`config.mk`:
```
export PLATFORM = sky130hd
export DESIGN_NAME = mux_scan_sequencer
export DESIGN_NICKNAME = d
export VERILOG_FILES = /design/src/rtl/mux_scan_sequencer.sv
export SDC_FILE = /design/constraint.sdc
export NUM_CORES = 1
export LEC_CHECK = 0
export BUFFER_PORTS_ARGS = -buffer_cell sky130_fd_sc_hd__buf_2
export CORE_MARGIN = 2
export CORE_UTILIZATION = 45
export DETAILED_ROUTE_END_ITERATION = 10
export PLACE_DENSITY = 0.73
export SETUP_SLACK_MARGIN = 0.1
export SLEW_MARGIN = 20
export SYNTH_ARGS = -nofsm -noshare
export SYNTH_HDL_FRONTEND = slang
export SYNTH_SLANG_ARGS = --single-unit
```
`constraint.sdc`:
```
create_clock -name clk -period 2.51 [get_ports clk]
set_clock_uncertainty 0.2 [all_clocks]
set_input_delay 0.1255 -clock clk [delete_from_list [all_inputs] [get_ports clk]]
set_output_delay 0.1255 -clock clk [all_outputs]
set_load 0.005 [all_outputs]
```
`src/rtl/mux_scan_sequencer.sv`:
```
// mux_scan_sequencer: drives the s1/s0 selects of a 4:1 mux, scans the enabled
// channels in ascending order and captures y_in on each channel's last dwell cycle.
//
// Parameter DWELL (1..255): cycles each enabled channel stays selected.
// Optional macro MUX_SCAN_CONTINUOUS_EN: after DONE, re-latch mask and rescan forever.
//
// Ports:
//   clk      system clock
//   rst      synchronous active-high reset
//   start    scan request, sampled only in IDLE
//   mask     channel enables, latched on accepted start
//   y_in     mux output
//   s0, s1   registered mux select (channel = {s1,s0})
//   busy     scan in progress (through the DONE cycle)
//   done     one-cycle completion pulse
//   valid    samples holds a completed scan
//   samples  captured bit per channel
module mux_scan_sequencer #(
   parameter int unsigned DWELL = 4
) (
   input  logic       clk,
   input  logic       rst,
   input  logic       start,
   input  logic [3:0] mask,
   input  logic       y_in,
   output logic       s0,
   output logic       s1,
   output logic       busy,
   output logic       done,
   output logic       valid,
   output logic [3:0] samples
);

   localparam int unsigned CNT_W = 8;

   typedef enum logic [1:0] {IDLE, SCAN, DONE} state_t;

   state_t           state_q, state_d;
   logic [CNT_W-1:0] cnt_q, cnt_d;
   logic [1:0]       ch_q, ch_d;
   logic [3:0]       mask_q, mask_d;
   logic [3:0]       samples_d;
   logic             busy_d, done_d, valid_d;
   logic [2:0]       first_port;
   logic [2:0]       first_higher;

   // Returns {found, index} of the lowest set bit.
   function automatic logic [2:0] first_set(input logic [3:0] m);
      logic [2:0] r;
      r = 3'b000;
      for (int i = 3; i >= 0; i--) begin
         if (m[i]) r = {1'b1, 2'(i)};
      end
      return r;
   endfunction

   // Lowest enabled channel on the port, and next enabled channel above ch_q.
   always_comb begin
      first_port   = first_set(mask);
      first_higher = first_set(mask_q & 4'(4'b1110 << ch_q));
   end

   // State and output registers.
   always_ff @(posedge clk) begin
      if (rst) begin
         state_q <= IDLE;
         cnt_q   <= '0;
         ch_q    <= 2'b00;
         mask_q  <= 4'b0000;
         samples <= 4'b0000;
         busy    <= 1'b0;
         done    <= 1'b0;
         valid   <= 1'b0;
      end else begin
         state_q <= state_d;
         cnt_q   <= cnt_d;
         ch_q    <= ch_d;
         mask_q  <= mask_d;
         samples <= samples_d;
         busy    <= busy_d;
         done    <= done_d;
         valid   <= valid_d;
      end
   end

   assign s1 = ch_q[1];
   assign s0 = ch_q[0];

   // Next-state and next-output logic.
   always_comb begin
      state_d   = state_q;
      cnt_d     = cnt_q;
      ch_d      = ch_q;
      mask_d    = mask_q;
      samples_d = samples;
      busy_d    = busy;
      done_d    = 1'b0;
      valid_d   = valid;

      unique case (state_q)
         IDLE: begin
            ch_d = 2'b00;
            if (start) begin
               mask_d    = mask;
               valid_d   = 1'b0;
               samples_d = 4'b0000;
               busy_d    = 1'b1;
               cnt_d     = '0;
               if (first_port[2]) begin
                  state_d = SCAN;
                  ch_d    = first_port[1:0];
               end else begin
                  state_d = DONE;
                  done_d  = 1'b1;
               end
            end
         end

         SCAN: begin
            if (cnt_q == CNT_W'(DWELL - 1)) begin
               samples_d[ch_q] = y_in;
               cnt_d           = '0;
               if (first_higher[2]) begin
                  ch_d = first_higher[1:0];
               end else begin
                  state_d = DONE;
                  ch_d    = 2'b00;
                  done_d  = 1'b1;
               end
            end else begin
               cnt_d = cnt_q + CNT_W'(1);
            end
         end

         DONE: begin
            valid_d = 1'b1;
            ch_d    = 2'b00;
`ifdef MUX_SCAN_CONTINUOUS_EN
            // Next pass starts immediately with a freshly latched mask.
            mask_d    = mask;
            samples_d = 4'b0000;
            cnt_d     = '0;
            if (first_port[2]) begin
               state_d = SCAN;
               ch_d    = first_port[1:0];
            end else begin
               done_d = 1'b1;
            end
`else
            state_d = IDLE;
            busy_d  = 1'b0;
`endif
         end

         default: begin
            state_d = IDLE;
         end
      endcase
   end

endmodule

```
# --- Word level (Yosys, flattened, before mapping) ---
# Index checks and enable logic that the tools add are counted.
word_totals:
  ff_bits: 23
  in_bits: 8
  output_inout_bits: 9
  wordCells: 66
classes:
  n_addsub: 1
  n_lt_le_gt_ge: 2
  eq_ne: 6
  n_shift: 1
  mux: 36
  bitwise: 1
  n_reduce_logical: 11
ops:
  columns: ["cell", "n"]
  rows:
  - ["2-to-1 mux 3 bit", 8]
  - ["2-to-1 mux 2 bit", 8]
  - ["2-to-1 mux 8 bit", 2]
  - ["case mux 8 bit (2 select lines)", 1]
  - ["adder 8 x 1 -> 8 bit, second input constant", 1]
  - ["equality test 8 x 2 -> 1 bit, second input constant", 1]
  - ["2-to-1 mux 4 bit", 2]
  - ["case mux 4 bit (2 select lines)", 1]
  - ["AND reduction 2 bit", 4]
  - ["2-to-1 mux 1 bit", 7]
  - ["!= test 2 bit, second input constant", 3]
  - ["case mux 1 bit (2 select lines)", 3]
  - ["case mux 2 bit (3 select lines)", 1]
  - ["AND reduction 3 bit", 2]
  - ["AND 4 bit", 1]
  - ["bitwise mux 4 bit", 1]
  - ["case mux 2 bit (2 select lines)", 1]
  - ["nonzero test 2 bit", 2]
  - ["<< shifter 4 x 2 -> 4 bit, first input constant", 1]
  - ["< comparator 2 x 3 -> 1 bit, second input constant", 1]
  - ["nonzero test 3 bit", 1]
  - ["demux 1 bit (select 2 bit)", 1]
  - ["equality test 2 x 1 -> 1 bit, second input constant", 1]
  - ["equality test 2 bit, second input constant", 1]
  - ["3 further kinds", 3]

# --- Longest topological paths before layout ---
# Gate-level depths: netlist of run 1.
depth:
  depth_word: 9
  mapped_depth: 8
  mapped_depth_nobuf: 6

# --- Worst setup path after synthesis of run 1 ---
# No wires, ideal clock.
synth_path:
  kind: "reg-to-reg"
  from: "register state_q[1]"
  to: "register cnt_q[7]"
  setup_time_ps: 127
  arrival_time_ps: 1516
  required_ps: 2183
  path_slack_ps: 667
  stages_incl_launch_ff: 8
  n_path_buf: 1
  period_less_slack_ps: 1843
  cell_sequence: "dfxtp_1 > inv_1 > ha_1 > buf_4 > mux2i_2 > and4bb_2 > xnor2_1 > nor2_1"
synth_between:
  elab_chain_len: 3
  word_cells_on_any_way: 6
  classes_between: "eq/ne (2); mux (1); reduce/logical (3)"
synth_lines:
  columns: ["item", "line", "source"]
  rows:
  - ["start: declaration", "38", "state_t state_q, state_d;"]
  - ["start signal: assignment", "75", "state_q <= state_d;"]
  - ["equality test 2 x 1 -> 1 bit or zero test 2 bit (tied branches)", "100", "unique case (state_q)"]
  - ["nonzero test 2 bit (no line) or != test 2 bit (tied branches)", null, null]
  - ["AND reduction 2 bit (no line)", null, null]
  - ["end signal: assignment", "76", "cnt_q <= cnt_d;"]
  - ["end: declaration", "39", "logic [CNT_W-1:0] cnt_q, cnt_d;"]
# Several ways; a longest one is shown, not always the timed one.
# A chain may end at the register's enable or synchronous reset.

# --- Worst setup path after layout of run 1 ---
layout_path:
  from: "register state_q[0]"
  to: "register mask_q[2]"
layout_between:
  elab_chain_len: 2
layout_lines:
  columns: ["item", "line", "source"]
  rows:
  - ["zero test 2 bit", "100", null]
  - ["AND reduction 2 bit (no line)", null, null]
  - ["end signal: assignment", "78", "mask_q <= mask_d;"]
  - ["end: declaration", "41", "logic [3:0] mask_q, mask_d;"]
# Every way passes these cells.

==> out/metrics.yaml, run 1 <==
initial_core_util_pct: 46.2
htreeDepth: 1
clock-sinks: 22
synth_seq_area_share_pct: 35.5
drt_iter0_drc: 26
worst_setup_path_start_kind: "flip-flop"
postCtsSetupRepairBufs: 0
synth_nets: 158
critPathRequiredTime_ps: 2570
antenna_found_initial: 0
rsz0062_at_grt: "no"
cts-root-buf: "clkbuf_4"
fmaxAchievable_ghz: 0.459
critPathSlowestCell: "dlygate4sd3_1"
end_kind: "flip-flop"
startpoint: "state_q[0]$_SDFFE_PP0P_"
min_from: "start"
slowest_delay_ps: 570
synthTopCellsByArea: "dfxtp_1, nand2_1, ha_1"
fin_crit_ps: 2180
die_area_um2: 3190
ys.flop_type: "dfxtp_1"
cts.clk_slew.worst_paths_ps: 140
overflow: 0
utilization_pct: 54.1
syn_avg_cell_area_um2: 8.55
pin_count: 17
std_cell_rows: 19
die_h_um: 56.5
vias_per_cell: 5.60
ys_top_cells_by_count: "dfxtp_1, nand2_1, nor2_1"
firstDrtPassIters: 5
max-clock-path-buffers: 2
async_flop_share_pct: 0
setup_violations: 0
gp_congestion: 0.807
hold_violations: 0
drv_slew: 0
wl_per_cell_um: 13.8
powerDensity_nw_per_um2: 614
worstHoldPathType: "in2reg"
crit_fanout: 8
diodes: 0
wirelength_um: 2730
clock_latency_ps: 330
worst_pin_slew_ps: 635
leakage_nw: 0.557
relSlewSlack_pct: 57.3
cts_buffers: 3
critPathKind: "reg2reg"
synthesis.instances: 145
fillers: 240
syn_area_um2: 1240
via_count: 1103
synth-edff-count: 0
drive_gt1_share_pct: 16.9
synth_warnings: 0
status: "finished clean"
die-width_um: 56.5
arrival_ps: 2240
synthToLayoutAreaGrowth_pct: 17.2
place_hpwl_um: 1990
grt_pass1_vias: 1128
cts_tree: "done"
fin_nets: 180
synth_top_area_share_pct: 35.5
drc: 0
ys_types: 42
fp.coreArea_um2: 2690
grt_pass1_wl_um: 4790
cp_cell_sequence: "inv_1 > ha_1 > and2_1 > nand2_1 > a21oi_1 > dlygate4sd3_1"
synth-seq-cells: 22
fin_tns_setup_ps: 0
ant_nets: 0
cap_violations: 0
ir_drop_v: 0.000452
reg2reg_from: "state_q[0]$_SDFFE_PP0P_"
finalCritPeriodShare_pct: 86.8
yosysMostFrequentCell: "dfxtp_1"
place.port_buffers: 16
grt_usage_pct: 18.8
grt_max_degree: 19
synth_top_area_cell: "dfxtp_1"
==> flip-flops by register name (all words and copies together), names as in the netlist <==
register and cells:
busy 1, cnt_q 8, done 1, ch_q 2, state_q 2, samples 4, valid 1, mask_q 3
==> per-layer routing <==
layer,wire length [µm],global-route usage (%),share of wire [%],vias to the layer above
met1,1170,22.7,43,514
li1,-,-,-,557
met5,0,0,0,-
met3,88,2.07,3.2,6
met4,58,8.84,2.1,0
met2,1410,32.9,52,26
==> what timing repair did <==
action,in CTS,in global routing
gates resized for setup,0,0
hold buffers,8,0
hold endpoints to repair,13,0
==> path summary, 6_finish.rpt <==
path | to | slack [ps] | cells past startpoint
setup / recovery | mask_q[2]$_SDFFE_PP0P_ | 330 | 6
hold / removal | ch_q[1]$_SDFFE_PP0P_ | 90 | 4
setup reg to reg | mask_q[2]$_SDFFE_PP0P_ | 330 | 6
hold reg to reg | samples[3]$_SDFFE_PP0P_ | 270 | 2
==> per-stage QoR <==
stage | instances | worst slack, ps | power, mW | hold slack, ps | cell area [µm²]
after global placement | 185 | 556 | 0.601 | 198 | 1320
after CTS | 197 | 393 | 0.891 | 75.9 | 1450
after floorplan | 145 | 667 | 0.562 | 61.5 | 1240
final | 197 | 332 | 0.892 | 88.7 | 1450
after detailed placement | 185 | 466 | 0.609 | 206 | 1320
after global routing | 197 | 189 | 0.942 | 103 | 1450
==> cells by family after synthesis <==
kind of cell             Yosys count  share of synthesized area (%)
AO/OA/AOI/OAI                     28                           15.5
AND/OR/NAND/NOR                   68                           30.3
buffers and inverters             10                           4.04
flip-flops                        22                           35.5
XOR/XNOR                           5                           3.53
adder cells (fa/ha/maj)            5                           5.05
multiplexers                       7                           6.05
==> where the power goes <==
| part | total (mW) | switching (mW) | internal [mW] | leakage [nW] |
|---|---|---|---|---|
| sequential | 0.399 | 0.0258 | 0.373 | 0.179 |
| combinational | 0.217 | 0.126 | 0.0912 | 0.351 |
| clock | 0.277 | 0.115 | 0.162 | 0.0279 |
==> critical path: cells and delay by family, from the launching register on <==
kind	cells	cell delay, ps
simple gates	2	420
fa+ha+maj	1	330
buf+inv	2	700
compound gates	1	130
flops	1	350
==> cells in the final DEF, fill, tap and decap left out, drive strengths merged, types with 4 or more instances in the layout <==
cell type	count
mux2i	6
nand2	21
dfxtp	22
a31oi	4
a21oi	10
o21bai	4
buf	16
nand2b	4
nor3	5
nor2b	4
dlygate4sd3	8
nor2	12
ha	5
==> final cells by class <==
class / count / area (µm²) / area share, %
clock inverter: 1 / 30.0 / 2.07
inverter: 3 / 11.3 / 0.775
timing repair buffer: 24 / 160 / 11.0
multi-input combinational: 113 / 749 / 51.6
clock buffer: 3 / 22.5 / 1.55
sequential: 22 / 440 / 30.3
tap: 31 / 38.8 / 2.67
Power figures use the tool's default switching activity.
==> inputs of run 2 (changes only) <==
- BUFFER_PORTS_ARGS: -buffer_cell sky130_fd_sc_hd__buf_2 -> -buffer_cell sky130_fd_sc_hd__clkbuf_2
- PLACE_DENSITY: 0.73 -> 0.62
==> run 2 against run 1 <==
Worst hold slack got worse by 50 ps. First-iteration DRC count down 69%. Routed wire length fell by 2.0%. Critical endpoint is now cnt_q[7]$_SDFFE_PP0P_. Power decreased by 0.97%. Global-route usage down 1.5 points. Sequential share of layout area up 0.64 points. Via count fell by 2.4%. Critical path type unchanged. Utilization fell by 1.1 points.
==> out/metrics.yaml, run 2 (synthesis results as in run 1) <==
status: "finished clean"  # unchanged
wl_per_cell_um: 13.8  # about the same
fin_crit_ps: 2090  # was 2180 ps
postCtsSetupRepairBufs: 0  # unchanged
final_cells: 194  # was 197
overflow: 0  # unchanged
cap_violations: 0  # unchanged
holdBufCountCts: 5  # was 8
ir_drop_v: 0.000292  # was 0.000452 V
die_h_um: 56.5  # unchanged
critPathRequiredTime_ps: 2510  # was 2570 ps
grt_max_degree: 19  # unchanged
cts.clk_slew.worst_paths_ps: 130  # was 140 ps
relSlewSlack_pct: 57.8  # was 57.3%
die_area_um2: 3190  # unchanged
fin_nets: 177  # was 180
via_count: 1076  # was 1103
fin_tns_setup_ps: 0  # unchanged
firstDrtPassIters: 3  # was 5
initial_core_util_pct: 46.2  # unchanged
cts-root-buf: "clkbuf_4"  # unchanged
htreeDepth: 1  # unchanged
pin_count: 17  # unchanged
worst_pin_slew_ps: 627  # was 635 ps
hold-worst-slack_ps: 39.0  # was 88.7 ps
total_power_mw: 0.883  # was 0.892 mW
arrival_ps: 2090  # was 2240 ps
clock-sinks: 22  # unchanged
max-clock-path-buffers: 2  # unchanged
leakage_nw: 0.535  # was 0.557 nW
hold_violations: 0  # unchanged
grt_pass1_vias: 1011  # was 1128
fmaxAchievable_ghz: 0.478  # was 0.459 GHz
place.port_buffers: 16  # unchanged
final_cell_mix: "dfxtp_1, nand2_1, clkbuf_2"  # was dfxtp_1, nand2_1, buf_2
drv_slew: 0  # unchanged
cts_resized: 0  # unchanged
final_common_cell: "dfxtp_1"  # unchanged
diodes: 0  # unchanged
place_hpwl_um: 2000  # was 1990 µm
worst_setup_path_start_kind: "flip-flop"  # unchanged
setup_violations: 0  # unchanged
cts_buffers: 3  # unchanged
ant_nets: 0  # unchanged
clock_latency_ps: 310  # was 330 ps
drive_gt1_share_pct: 17.2  # was 16.9%
dp.cells: 185  # unchanged
grt_pass1_wl_um: 4420  # was 4790 µm
rsz0062_at_grt: "no"  # unchanged
std_cell_rows: 19  # unchanged
top_register: "cnt_q"  # unchanged
grt_usage_pct: 17.3  # was 18.8%
end_kind: "flip-flop"  # unchanged
top_regs: "cnt_q x8, samples x4, mask_q x3"  # unchanged
critPathKind: "reg2reg"  # unchanged
finalCritPeriodShare_pct: 83.3  # was 86.8%
cts_tree: "done"  # unchanged
antenna_found_initial: 0  # unchanged
synthToLayoutAreaGrowth_pct: 14.7  # was 17.2%
powerDensity_nw_per_um2: 621  # was 614 nW/µm²
gp_congestion: 0.773  # was 0.807
fp.coreArea_um2: 2690  # unchanged
largest_reg_flops: 8  # unchanged
drt_iter0_drc: 8  # was 26
drc: 0  # unchanged
die-width_um: 56.5  # unchanged
wirelength_um: 2670  # was 2730 µm
crit_fanout: 9  # was 8
vias_per_cell: 5.55  # was 5.60
worstHoldPathType: "in2reg"  # unchanged
-- run 2: where the power goes --
| part | internal (mW) | total [mW] | switching, mW | leakage (nW) |
|---|---|---|---|---|
| Clock | 0.161 | 0.272 | 0.111 | 0.0279 |
| Sequential | 0.373 | 0.398 | 0.0253 | 0.179 |
| Combinational | 0.0861 | 0.213 | 0.127 | 0.328 |
-- run 2: area by class of cell --
class,instances,area (µm²)
fill,259,1260
multi-input combinational,113,749
sequential,22,440
timing repair buffer,21,130
tap,31,38.8
clock inverter,1,30.0
clock buffer,3,22.5
inverter,3,11.3
-- run 2: stage by stage --
stage / area [µm²] / utilization (%) / worst slack (ps)
2_1_floorplan: 1240 / - / 667
3_3_place_gp: 1320 / 49.1 / 520
3_5_place_dp: 1320 / 49.1 / 413
4_1_cts: 1420 / 53.0 / 423
5_1_grt: 1420 / 53.0 / 303
6_report: 1420 / 53.0 / 420
-- run 2: path summary, 6_finish.rpt --
kind                                 from                 endpoint  slack (ps)  cells past startpoint
setup / recovery  state_q[1]$_SDFFE_PP0P_    cnt_q[7]$_SDFFE_PP0P_         420                      6
hold / removal                        rst        busy$_SDFFE_PP0P_          40                      2
setup reg to reg  state_q[1]$_SDFFE_PP0P_    cnt_q[7]$_SDFFE_PP0P_         420                      6
hold reg to reg   samples[2]$_SDFFE_PP0P_  samples[2]$_SDFFE_PP0P_         270                      2
-- run 2: per-layer routing --
metal / global-route usage, % / up-vias / routed length, µm
met1: 24.2 / 511 / 1300
met5: 0 / - / 0
met4: 4.76 / 0 / 10
met3: 2.30 / 2 / 40
li1: - / 557 / -
met2: 27.7 / 6 / 1330
-- run 2: critical path: stages, from the launching register on --
cell      delay, ps
dfxtp_1         360
inv_1           120
ha_1            340
mux2i_2         500
and4bb_2        290
xnor2_1         130
nor2_1           50
==> inputs of run 3 (changes only) <==
- clock period: 2.51 -> 2 ns (I/O delays scaled with it)
==> run 3 against run 2 <==
Fmax increased by 10%. Sequential cell count stayed put. Critical path depth is 1 higher. Combinational power increased by 78%. Clock power fell by 6%. Final area increased by 12%. Register-to-register slack lost 310 ps. Global-route usage is 2.1 points higher. Critical endpoint is now cnt_q[4]$_SDFFE_PP0P_. Largest power group unchanged.
==> out/metrics.yaml, run 3 (synthesis results as in run 1) <==
final_common_cell: "nand2_1"  # was dfxtp_1
utilization_pct: 59.4  # was 53.0%
pin_count: 17  # unchanged
pwr-share-comb_pct: 33.1  # was 24.1%
r2r_end: "cnt_q[4]$_SDFFE_PP0P_"  # was cnt_q[7]$_SDFFE_PP0P_
ir_drop_v: 0.000808  # was 0.000292 V
drt_iter0_drc: 16  # was 8
power_frac_clock_pct: 22.4  # was 30.8%
cap_violations: 0  # unchanged
dpl_cell_area_um2: 1370  # was 1320 µm²
worst_pin_slew_ps: 541  # was 627 ps
drv_slew: 0  # unchanged
place.port_buffers: 16  # unchanged
arrival_ps: 1910  # was 2090 ps
final_area_um2: 1600  # was 1420 µm²
wirelength_um: 2990  # was 2670 µm
swShare_pct: 32.8  # was 29.8%
diodes: 0  # unchanged
critPathKind: "reg2reg"  # unchanged
grt_max_degree: 19  # unchanged
p_int_mw: 0.768  # was 0.620 mW
drive_gt1_share_pct: 29.9  # was 17.2%
fmaxAchievable_ghz: 0.529  # was 0.478 GHz
reg2reg_from: "state_q[1]$_SDFFE_PP0P_"  # unchanged
seqPwrFrac_pct: 44.5  # was 45.1%
worstHoldPathType: "in2reg"  # unchanged
top_register: "cnt_q"  # unchanged
firstDrtPassIters: 4  # was 3
hold_violations: 0  # unchanged
grt_pass1_vias: 1106  # was 1011
cts_tree: "done"  # unchanged
fp.coreArea_um2: 2690  # unchanged
antenna_found_initial: 0  # unchanged
grt_pass1_wl_um: 4860  # was 4420 µm
cts-root-buf: "clkbuf_4"  # unchanged
cts_buffers: 3  # unchanged
fin_tns_setup_ps: 0  # unchanged
initial_core_util_pct: 46.2  # unchanged
wl_per_cell_um: 14.4  # was 13.8 µm
worstRegToRegCells: 7  # was 6
clock_latency_ps: 320  # was 310 ps
status: "finished clean"  # unchanged
gp_congestion: 0.886  # was 0.773
fillers: 240  # was 259
p_switching_mw: 0.376  # was 0.263 mW
critPathRequiredTime_ps: 2020  # was 2510 ps
setup_violations: 0  # unchanged
end_kind: "flip-flop"  # unchanged
overflow: 0  # unchanged
fin_nets: 191  # was 177
die_area_um2: 3190  # unchanged
rsz0062_at_grt: "yes"  # was no
die-width_um: 56.5  # unchanged
drc: 0  # unchanged
worst_setup_path_start_kind: "flip-flop"  # unchanged
holdPathStages: 4  # was 2
largest_reg_flops: 8  # unchanged
vias_per_cell: 5.69  # was 5.55
fin_crit_ps: 1890  # was 2090 ps
top_regs: "cnt_q x8, samples x4, mask_q x3"  # unchanged
min_from: "start"  # was rst
finalCritPeriodShare_pct: 94.6  # was 83.3%
ant_nets: 0  # unchanged
grt_usage_pct: 19.4  # was 17.3%
max-clock-path-buffers: 2  # unchanged
clock-sinks: 22  # unchanged
hold_end: "state_q[0]$_SDFFE_PP0P_"  # was busy$_SDFFE_PP0P_
htreeDepth: 1  # unchanged
powerDensity_nw_per_um2: 716  # was 621 nW/µm²
via_count: 1184  # was 1076
cts.clk_slew.worst_paths_ps: 140  # was 130 ps
synthToLayoutAreaGrowth_pct: 28.8  # was 14.7%
std_cell_rows: 19  # unchanged
relSlewSlack_pct: 63.7  # was 57.8%
final_cell_mix: "nand2_1, dfxtp_1, clkbuf_2"  # was dfxtp_1, nand2_1, clkbuf_2
reg2reg_slack_ps: 110  # was 420 ps
die_h_um: 56.5  # unchanged
place_hpwl_um: 2090  # was 2000 µm
leakage_nw: 0.613  # was 0.535 nW
crit_fanout: 7  # was 9
total_power_mw: 1.14  # was 0.883 mW
[run 3: how the worst max path moves through the flow]
stage                             from               endpoint  slack (ps)  cells after the start
2_1_floorplan  state_q[1]$_SDFFE_PP0P_  cnt_q[7]$_SDFFE_PP0P_         160                      7
3_3_place_gp   state_q[1]$_SDFFE_PP0P_  cnt_q[6]$_SDFFE_PP0P_         120                      6
3_5_place_dp   state_q[1]$_SDFFE_PP0P_  cnt_q[6]$_SDFFE_PP0P_          40                      6
4_1_cts        state_q[0]$_SDFFE_PP0P_  cnt_q[6]$_SDFFE_PP0P_         100                      6
5_1_grt        state_q[0]$_SDFFE_PP0P_  cnt_q[6]$_SDFFE_PP0P_          10                      6
6_report       state_q[1]$_SDFFE_PP0P_  cnt_q[4]$_SDFFE_PP0P_         110                      7
[run 3: cell type report]
cell class                      instances  area (µm²)  share of cell area (%)
Sequential cell                        22         448                    28.1
Clock buffer                            4        36.3                    2.27
Timing Repair Buffer                   35         238                    14.9
Tap cell                               31        38.8                    2.43
Inverter                                3        15.0                   0.940
Multi-Input combinational cell        113         821                    51.4
[run 3: power by group through the flow]
stage / Combinational [mW] / Clock, mW / Sequential (mW)
after floorplan: 0.206 / 0 / 0.500
final: 0.379 / 0.257 / 0.508
after detailed placement: 0.287 / 0 / 0.510
after CTS: 0.301 / 0.260 / 0.501
after global placement: 0.282 / 0 / 0.508
after global routing: 0.410 / 0.269 / 0.512
[run 3: repair_timing]
item,in CTS,in global routing
gates cloned,0,0
setup buffers,0,6
endpoints found under the hold margin,12,0
endpoints found under the setup margin,9,10
hold buffers,6,0
resized for setup,3,15
pin swaps,0,3
[run 3: worst max-delay path, cell delays in order (launching register included)]
cell     delay [ps]
dfxtp_2         370
inv_1           200
ha_4            230
buf_4           130
mux2_2          370
nand4_1         110
xor2_1          140
nor2_1           50
[run 3: layer usage]
layer / global-route usage, % / part of all wire (%)
met5: 0 / 0
met4: 4.42 / 3.2
met3: 4.84 / 3.8
met2: 35.4 / 52
met1: 22.5 / 41
[run 3: per-stage QoR]
stage	std cells	hold slack (ps)	setup slack [ps]
after global placement	192	168	116
after floorplan	145	36.0	157
final	208	116	109
after global routing	208	175	14.6
after CTS	202	44.2	105
after detailed placement	192	182	40.1
